File: src/rtl/fifo_sched_pkg.sv
// Shared types and default sizing for the FIFO pop scheduler.
// Optional feature macro: POP_COUNT_EN (per-FIFO pop counters with readout port).
package fifo_sched_pkg;

    localparam int N_FIFO_DEF = 5;
    localparam int IDX_W_DEF  = 3;
    localparam int CNT_W_DEF  = 5;

    typedef enum logic [1:0] {
        ST_INIT   = 2'd0,
        ST_IDLE   = 2'd1,
        ST_ACTIVE = 2'd2,
        ST_PAUSE  = 2'd3
    } sched_state_e;

endpackage

File: src/rtl/fifo_pop_scheduler_rr_arbiter.sv
// Combinational round-robin pick: first requester searching ptr+1, ptr+2, ...
// with wrap from N_FIFO-1 back to 0. The last requester checked is ptr itself,
// so a lone requester is re-granted every cycle.
module rr_arbiter
    import fifo_sched_pkg::*;
#(
    parameter int N_FIFO = N_FIFO_DEF,
    parameter int IDX_W  = IDX_W_DEF
) (
    input  logic [N_FIFO-1:0] req,
    input  logic [IDX_W-1:0]  ptr,
    output logic [N_FIFO-1:0] grant,
    output logic [IDX_W-1:0]  grant_idx,
    output logic              any
);

    int               j;
    logic [IDX_W-1:0] k;

    // Rotating priority search starting just after the last grant
    always_comb begin
        grant     = '0;
        grant_idx = '0;
        any       = 1'b0;
        j         = 0;
        k         = '0;
        for (int i = 1; i <= N_FIFO; i++) begin
            j = (int'(ptr) + i) % N_FIFO;
            k = IDX_W'(j);
            if (!any && req[k]) begin
                any       = 1'b1;
                grant_idx = k;
                grant     = '0;
                grant[k]  = 1'b1;
            end
        end
    end

endmodule

File: src/rtl/fifo_pop_scheduler.sv
// Round-robin pop scheduler for the egress FIFO bank.
// At most one pop per cycle, gated combinationally by downstream almost-full.
// Optional feature macro: POP_COUNT_EN adds per-FIFO pop counters readable while IDLE.
module fifo_pop_scheduler
    import fifo_sched_pkg::*;
#(
    parameter int N_FIFO = N_FIFO_DEF,
    parameter int IDX_W  = IDX_W_DEF
`ifdef POP_COUNT_EN
    ,parameter int CNT_W = CNT_W_DEF
`endif
) (
    input  logic              clk,
    input  logic              reset_L,
    input  logic              enable,
    input  logic [N_FIFO-1:0] fifo_empty,
    input  logic              out_afull,
    output logic [N_FIFO-1:0] fifo_pop,
    output logic              pop_valid,
    output logic [IDX_W-1:0]  grant_idx,
    output logic              IDLE
`ifdef POP_COUNT_EN
    ,input  logic             req,
    input  logic [IDX_W-1:0]  idx,
    output logic              valid,
    output logic [CNT_W-1:0]  data_out
`endif
);

    sched_state_e      state, state_nxt;
    logic [IDX_W-1:0]  rr_ptr;
    logic [N_FIFO-1:0] arb_grant;
    logic [IDX_W-1:0]  arb_idx;
    logic              arb_any;
    logic              do_pop;

    rr_arbiter #(.N_FIFO(N_FIFO), .IDX_W(IDX_W)) u_arb (
        .req       (~fifo_empty),
        .ptr       (rr_ptr),
        .grant     (arb_grant),
        .grant_idx (arb_idx),
        .any       (arb_any)
    );

    // Pop only in ACTIVE; almost-full kills the strobe in the same cycle
    assign do_pop   = (state == ST_ACTIVE) && !out_afull && arb_any;
    assign fifo_pop = do_pop ? arb_grant : '0;

    // Next-state: enable low forces INIT from anywhere
    always_comb begin
        state_nxt = state;
        if (!enable) begin
            state_nxt = ST_INIT;
        end else begin
            case (state)
                ST_INIT:   state_nxt = ST_IDLE;
                ST_IDLE:   if (arb_any) state_nxt = ST_ACTIVE;
                ST_ACTIVE: begin
                    if (out_afull)     state_nxt = ST_PAUSE;
                    else if (!arb_any) state_nxt = ST_IDLE;
                end
                ST_PAUSE:  if (!out_afull) state_nxt = arb_any ? ST_ACTIVE : ST_IDLE;
                default:   state_nxt = ST_INIT;
            endcase
        end
    end

    // State and round-robin pointer; pointer starts at the last index so FIFO 0 wins first
    always_ff @(posedge clk or negedge reset_L) begin
        if (!reset_L) begin
            state  <= ST_INIT;
            rr_ptr <= IDX_W'(N_FIFO - 1);
        end else begin
            state <= state_nxt;
            if (do_pop) rr_ptr <= arb_idx;
        end
    end

    // Registered pop report lines up with FIFO read data; IDLE tracks the state register
    always_ff @(posedge clk or negedge reset_L) begin
        if (!reset_L) begin
            pop_valid <= 1'b0;
            grant_idx <= '0;
            IDLE      <= 1'b0;
        end else begin
            pop_valid <= do_pop;
            if (do_pop) grant_idx <= arb_idx;
            IDLE      <= (state_nxt == ST_IDLE);
        end
    end

`ifdef POP_COUNT_EN
    logic [N_FIFO-1:0][CNT_W-1:0] cnt;
    logic                         idx_ok;

    assign idx_ok = ({1'b0, idx} < (IDX_W + 1)'(N_FIFO));

    // Per-FIFO pop counters, wrap naturally at 2^CNT_W; retained across enable drops
    always_ff @(posedge clk or negedge reset_L) begin
        if (!reset_L) begin
            cnt <= '0;
        end else if (do_pop) begin
            cnt[arb_idx] <= cnt[arb_idx] + CNT_W'(1);
        end
    end

    // Counter readout only honoured while IDLE; data_out holds between reads
    always_ff @(posedge clk or negedge reset_L) begin
        if (!reset_L) begin
            valid    <= 1'b0;
            data_out <= '0;
        end else if (req && IDLE && idx_ok) begin
            valid    <= 1'b1;
            data_out <= cnt[idx];
        end else begin
            valid    <= 1'b0;
        end
    end
`endif

endmodule

File: config.mk
export PLATFORM = sky130hd
export DESIGN_NAME = fifo_pop_scheduler
export DESIGN_NICKNAME = d
export VERILOG_FILES = /design/src/rtl/fifo_sched_pkg.sv /design/src/rtl/fifo_pop_scheduler_rr_arbiter.sv /design/src/rtl/fifo_pop_scheduler.sv
export SDC_FILE = /design/constraint.sdc
export NUM_CORES = 1
export LEC_CHECK = 0
export CORE_MARGIN = 1
export CORE_UTILIZATION = 55
export DETAILED_ROUTE_END_ITERATION = 12
export GPL_TIMING_DRIVEN = 0
export HOLD_SLACK_MARGIN = 0.1
export PLACE_DENSITY = 0.75
export SETUP_SLACK_MARGIN = 0.1
export SYNTH_ARGS = -nofsm -noshare
export SYNTH_HDL_FRONTEND = slang
export SYNTH_SLANG_ARGS = --single-unit
File: constraint.sdc
create_clock -name clk -period 9.3 [get_ports clk]
set_input_delay 2.79 -clock clk [delete_from_list [all_inputs] [get_ports clk]]
set_output_delay 2.79 -clock clk [all_outputs]
set_load 0.01 [all_outputs]
==> qor.yml, run 1 <==
floorplan:
  rows: 25
  initial_core_util_pct: 57.5
  num_io_pins: 19
  dieHeight_um: 72.2
  fp.dieW_um: 72.2
  dieArea_um2: 5220
  core-area_um2: 4720
synthesis:
  synth-seq-area-share_pct: 7.42
  synth_nets: 374
  synth_area_leaders: "ha_1 11%, dfrtp_1 6.5%, mux2i_1 3.7%"
  synthCells: 342
  yosysWarningCount: 0
  ys_async_sr_fraction_pct: 100
  synthFlopType: "dfrtp_1"
  synth_most_common_cell: "nor2_1"
  synth-edff-count: 0
  synth_largest_area_cell: "ha_1"
  ys_types: 89
  synth_area_per_cell_um2: 7.94
  yosys-top-cells-count: "25 x nor2_1, 23 x ha_1, 22 x nand2_1, 17 x o21ai_0, 12 x inv_1"
  syn_area_um2: 2710
  yosysTopAreaCellShare_pct: 10.6
  ys_ff_latch: 8
worst_setup_path:
  crit_top_cell: "clkdlybuf4s50_1"
  cp_cell_sequence: "clkdlybuf4s50_1, mux2_2, o21a_1, mux2i_1, o21bai_1, a21o_1, a211oi_4, nand4_4, or4_1, a31oi_1, clkdlybuf4s50_1"
  cp_slowest_cell: "clkdlybuf4s50_1"
  crit_type: "in2out"
  cp-end-kind: "primary output"
  arrival_ps: 6120
  cp.required_ps: 6510
  slowest_delay_ps: 690
  worstPathMaxFanout: 9
  cp-start-kind: "input port"
clocking:
  cts_sinks: 8
  h-tree-depth: 1
  clk_pin_slew_ps: 40
  tritoncts: "built"
  ctsResizeCount: 0
  cts_setup_buffers: 0
  cts.root.buffer_cell: "clkbuf_8"
  cts_inserted_buffers: 3
  clkLatencyLatePin_ps: 220
  clock_path_buffers: 2
  cts_hold_buffers: 0
timing:
  fmax_mhz: 112
  fin_skew_ps: 0.943
  worstMarginPinSlew_ps: 827
  setup_viol: 0
  slew_headroom_pct: 44.5
  finalHoldViolations: 0
  rsz0062_at_grt: "no"
  finalCriticalPeriod_ps: 8910
  slew_viol_final: 0
  tns_ps: 0
  finalCritPeriodShare_pct: 95.8
detailed_routing:
  vias: 2814
  dr.pass1.iters: 5
  drtAntennaViolNets: 0
  drc: 0
  drt-total-wl_um: 7490
  vias_per_cell: 6.57
  wl_per_cell_um: 17.5
  drtIter0Drc: 215
grt:
  grt_pass1_wl_um: 12700
  grt_max_degree: 17
  grt_use_met1_pct: 41.8
  grt_pass1_vias: 2603
  use_met2_pct: 52.4
  busiest_layer: "met2"
  track_usage_pct: 30.4
  grt.overflow.total: 0
  antenna_found_initial: 0
  gr-usage-met3_pct: 2.22
final_layout:
  n_antenna_cell: 0
  layout.cells.non_filler: 428
  final_nets: 394
  drive_gt1_share_pct: 18.0
  area_growth_pct: 10.8
placement:
  dp.cells: 425
  gp_congestion: 0.979
  dp_hpwl_um: 5760
  io_buffers: 16
outcome:
  status: "complete, no violations"
worst_hold_path:
  hold_class: "reg2reg"
job:
  drv_cap: 0
-- final timing paths --
check                              start            to  slack [ps]  depth (start not counted)
min reg2reg                 grant_idx[2]  grant_idx[2]         490                          2
max                        fifo_empty[3]   fifo_pop[0]         390                         11
min in group asynchronous        reset_L  grant_idx[2]        2840                          1
max reg2reg                    rr_ptr[0]     rr_ptr[1]        3960                         18
max in group asynchronous        reset_L     rr_ptr[2]        6160                          1
min                         grant_idx[2]  grant_idx[2]         490                          2
-- cells in the final DEF (no fill, tap or decap), types with 7 or more instances in the layout --
cell type        Yosys  routed
nor2_1              25      25
ha_1                23      23
nand2_1             22      22
o21ai_0             17      17
clkdlybuf4s50_1      0      16
inv_1               12      12
a21oi_1             10      10
a211oi_1            10      10
nor3_1              10      10
mux2i_1             10      10
nand2b_1             9       9
o31ai_1              9       9
a31oi_1              7       7
-- state kept, by name, indices dropped and copies added, names as in the netlist --
register   count
rr_ptr         3
pop_valid      1
IDLE           1
state          2
grant_idx      1
-- critical path: cells and delay by family --
kind | cells | cell delay [ps]
buffers and inverters | 2 | 1250
AOI/OAI and AO/OA | 5 | 1140
and+or+nand+nor | 2 | 600
muxes | 2 | 330
-- stage by stage --
| stage | area [µm²] | worst slack (ps) | utilization [%] | hold WS (ps) |
|---|---|---|---|---|
| after floorplan | 2710 | 1500 | - | 513 |
| after global placement | 2960 | 299 | 62.6 | 471 |
| after detailed placement | 2960 | 277 | 62.6 | 470 |
| after CTS | 3000 | 293 | 63.5 | 486 |
| after global routing | 3010 | 131 | 63.7 | 531 |
| final | 3010 | 393 | 63.7 | 490 |
-- cell families (layout without fill, tap and decap cells) --
group / count (synthesis) / after routing / synth area share, %
compound gates: 129 / 129 / 39.7
fa+ha+maj: 23 / 23 / 10.6
xor+xnor: 9 / 9 / 4.15
flops: 8 / 8 / 7.42
buf+inv: 35 / 54 / 6.32
simple gates: 121 / 121 / 25.0
mux: 17 / 17 / 6.82
-- area by class of cell --
cell class                 instances  area (µm²)
sequential                         8         203
multi-input combinational        299        2350
inverter                          19        76.3
tap                               67        83.8
fill                             430        1720
buffer                            15        91.3
clock buffer                       4        45.0
timing repair buffer              16         160
-- per-layer routing --
| layer | wire [µm] | up-vias |
|---|---|---|
| met5 | 0 | - |
| met4 | 113 | 0 |
| met3 | 358 | 13 |
| met2 | 3670 | 106 |
| met1 | 3340 | 1329 |
| li1 | - | 1366 |
Power of run 1 is not shown: default switching activity piles up to over one toggle a cycle in this logic, so the estimate is an artifact.
==> run 2: changes to the inputs <==
Settings changed: TNS_END_PERCENT set to 30.
Clock period 9.3 ns to 11.4 ns, I/O delays scaled along.
==> run 2 against run 1 <==
Compared with the run above:
- count of clock-buffer cells in the layout unchanged
- cell area is 0.17% lower
- sequential share of layout area is essentially flat
- critical path type unchanged
- final cell count rose by 0.23%
- sequential cell count unchanged
- wire length is 0.90% lower
- utilization fell by 0.11 points
- register-to-register slack better by 1600 ps
- via count down 1.8%
- critical path depth unchanged
- first-iteration DRC count grew 22%
- global-route usage rose by 0.15 points
==> qor.yml, run 2 (synthesis gave the netlist of run 1 again) <==
outcome:
  status: "complete, no violations"
final_layout:
  fill_cells: 428
  layout.cells.non_filler: 429
  area_growth_pct: 10.7
  n_antenna_cell: 0
  registers.top_by_ff_count: "rr_ptr"
  final_nets: 395
  drive_gt1_share_pct: 17.4
  largest_reg_flops: 3
  top_regs: "rr_ptr (3), state (2)"
  final_cell_mix: "25 x nor2_1, 23 x ha_1, 22 x nand2_1"
  layout_commonest_cell: "nor2_1"
worst_setup_path:
  crit_type: "in2out"
  cp_slowest_cell: "clkdlybuf4s50_1"
  arrival_ps: 6740
  cp.required_ps: 7980
  reg2reg_from: "rr_ptr[0]"
  r2r_slack_ps: 5540
  cp-start-kind: "input port"
  r2r_end: "rr_ptr[1]"
  rr_worst_depth: 19
  worstPathMaxFanout: 9
  slowest_delay_ps: 690
  cp-end-kind: "primary output"
  crit_top_cell: "clkdlybuf4s50_1"
  cp_cell_sequence: "clkdlybuf4s50_1, mux2_2, o21a_1, mux2i_1, o21bai_1, a21o_1, a211oi_4, nand4_4, or4_1, a31oi_1, clkdlybuf4s50_1"
clocking:
  cts_setup_buffers: 0
  h-tree-depth: 1
  cts_sinks: 8
  cts.root.buffer_cell: "clkbuf_8"
  clkLatencyLatePin_ps: 220
  cts_inserted_buffers: 3
  tritoncts: "built"
  clk_pin_slew_ps: 40
  clock_path_buffers: 2
  cts_hold_buffers: 0
  ctsResizeCount: 0
grt:
  grt_max_degree: 14
  grt_pass1_wl_um: 12800
  track_usage_pct: 30.6
  antenna_found_initial: 0
  grt_pass1_vias: 2619
  grt.overflow.total: 0
worst_hold_path:
  min_to: "grant_idx[2]"
  worstHoldStart: "grant_idx[2]"
  hold_class: "reg2reg"
  whs_path_depth: 2
timing:
  setup_viol: 0
  tns_ps: 0
  finalHoldViolations: 0
  finalCritPeriodShare_pct: 89.1
  finalCriticalPeriod_ps: 10160
  slew_headroom_pct: 46.0
  worstMarginPinSlew_ps: 805
  slew_viol_final: 0
  fmax_mhz: 98.5
  fin_skew_ps: 0.545
  rsz0062_at_grt: "no"
placement:
  gp_congestion: 0.979
  dp.cells: 425
  io_buffers: 16
  dp_hpwl_um: 5760
detailed_routing:
  drc: 0
  route.met2.wl_um: 3670
  wl_met1_um: 3350
  dr.pass1.iters: 4
  drtIter0Drc: 262
  drtAntennaViolNets: 0
  vias: 2764
  wl_met3_um: 343
  vias_per_cell: 6.44
  drt-total-wl_um: 7420
  wl_per_cell_um: 17.3
  highest_layer: "met4"
floorplan:
  initial_core_util_pct: 57.5
  rows: 25
  core-area_um2: 4720
  dieArea_um2: 5220
  dieHeight_um: 72.2
  fp.dieW_um: 72.2
  num_io_pins: 19
job:
  drv_cap: 0
## run 2: cell types whose count changed in the layout (fill, tap and decap cells not counted), sizes merged
| cell | previous run | this run |
|---|---|---|
| clkbuf | 8 | 9 |
## run 2: cell type report
class | instances | area (µm²) | area share (%)
inverter | 19 | 76.3 | 2.54
multi-input combinational | 299 | 2340 | 78.0
clock buffer | 4 | 45.0 | 1.50
buffer | 16 | 95.1 | 3.17
timing repair buffer | 16 | 160 | 5.33
tap | 67 | 83.8 | 2.79
sequential | 8 | 201 | 6.71
## run 2: metal layers
metal,GRT usage [%],up-vias
li1,-,1363
met1,41.9,1316
met2,52.6,79
met3,2.36,6
met4,6.10,0
met5,0,-
## run 2: how the worst max path moves through the flow
stage | endpoint | from | cells after the start | slack, ps
floorplan | fifo_pop[0] | fifo_empty[2] | 10 | 2530
global placement | fifo_pop[0] | fifo_empty[3] | 11 | 1350
detailed placement | fifo_pop[0] | fifo_empty[3] | 11 | 1280
CTS | fifo_pop[0] | fifo_empty[3] | 11 | 1280
global route | fifo_pop[3] | rr_ptr[0] | 20 | 970
finish | fifo_pop[0] | fifo_empty[3] | 11 | 1240
## run 2: stage by stage
step	area [µm²]	hold WS, ps	setup slack [ps]	util, %
after global placement	2960	471	1350	62.6
after global routing	3000	531	974	63.6
final	3000	490	1240	63.6
after detailed placement	2960	470	1280	62.6
after CTS	3000	486	1280	63.6
after floorplan	2710	513	2530	-
## run 2: worst max-delay path: cells and delay by family
family | cells | cell delay (ps)
simple gates | 2 | 590
compound gates | 5 | 1140
buf+inv | 2 | 1250
mux | 2 | 330
Power of run 2 is left out for the same reason.
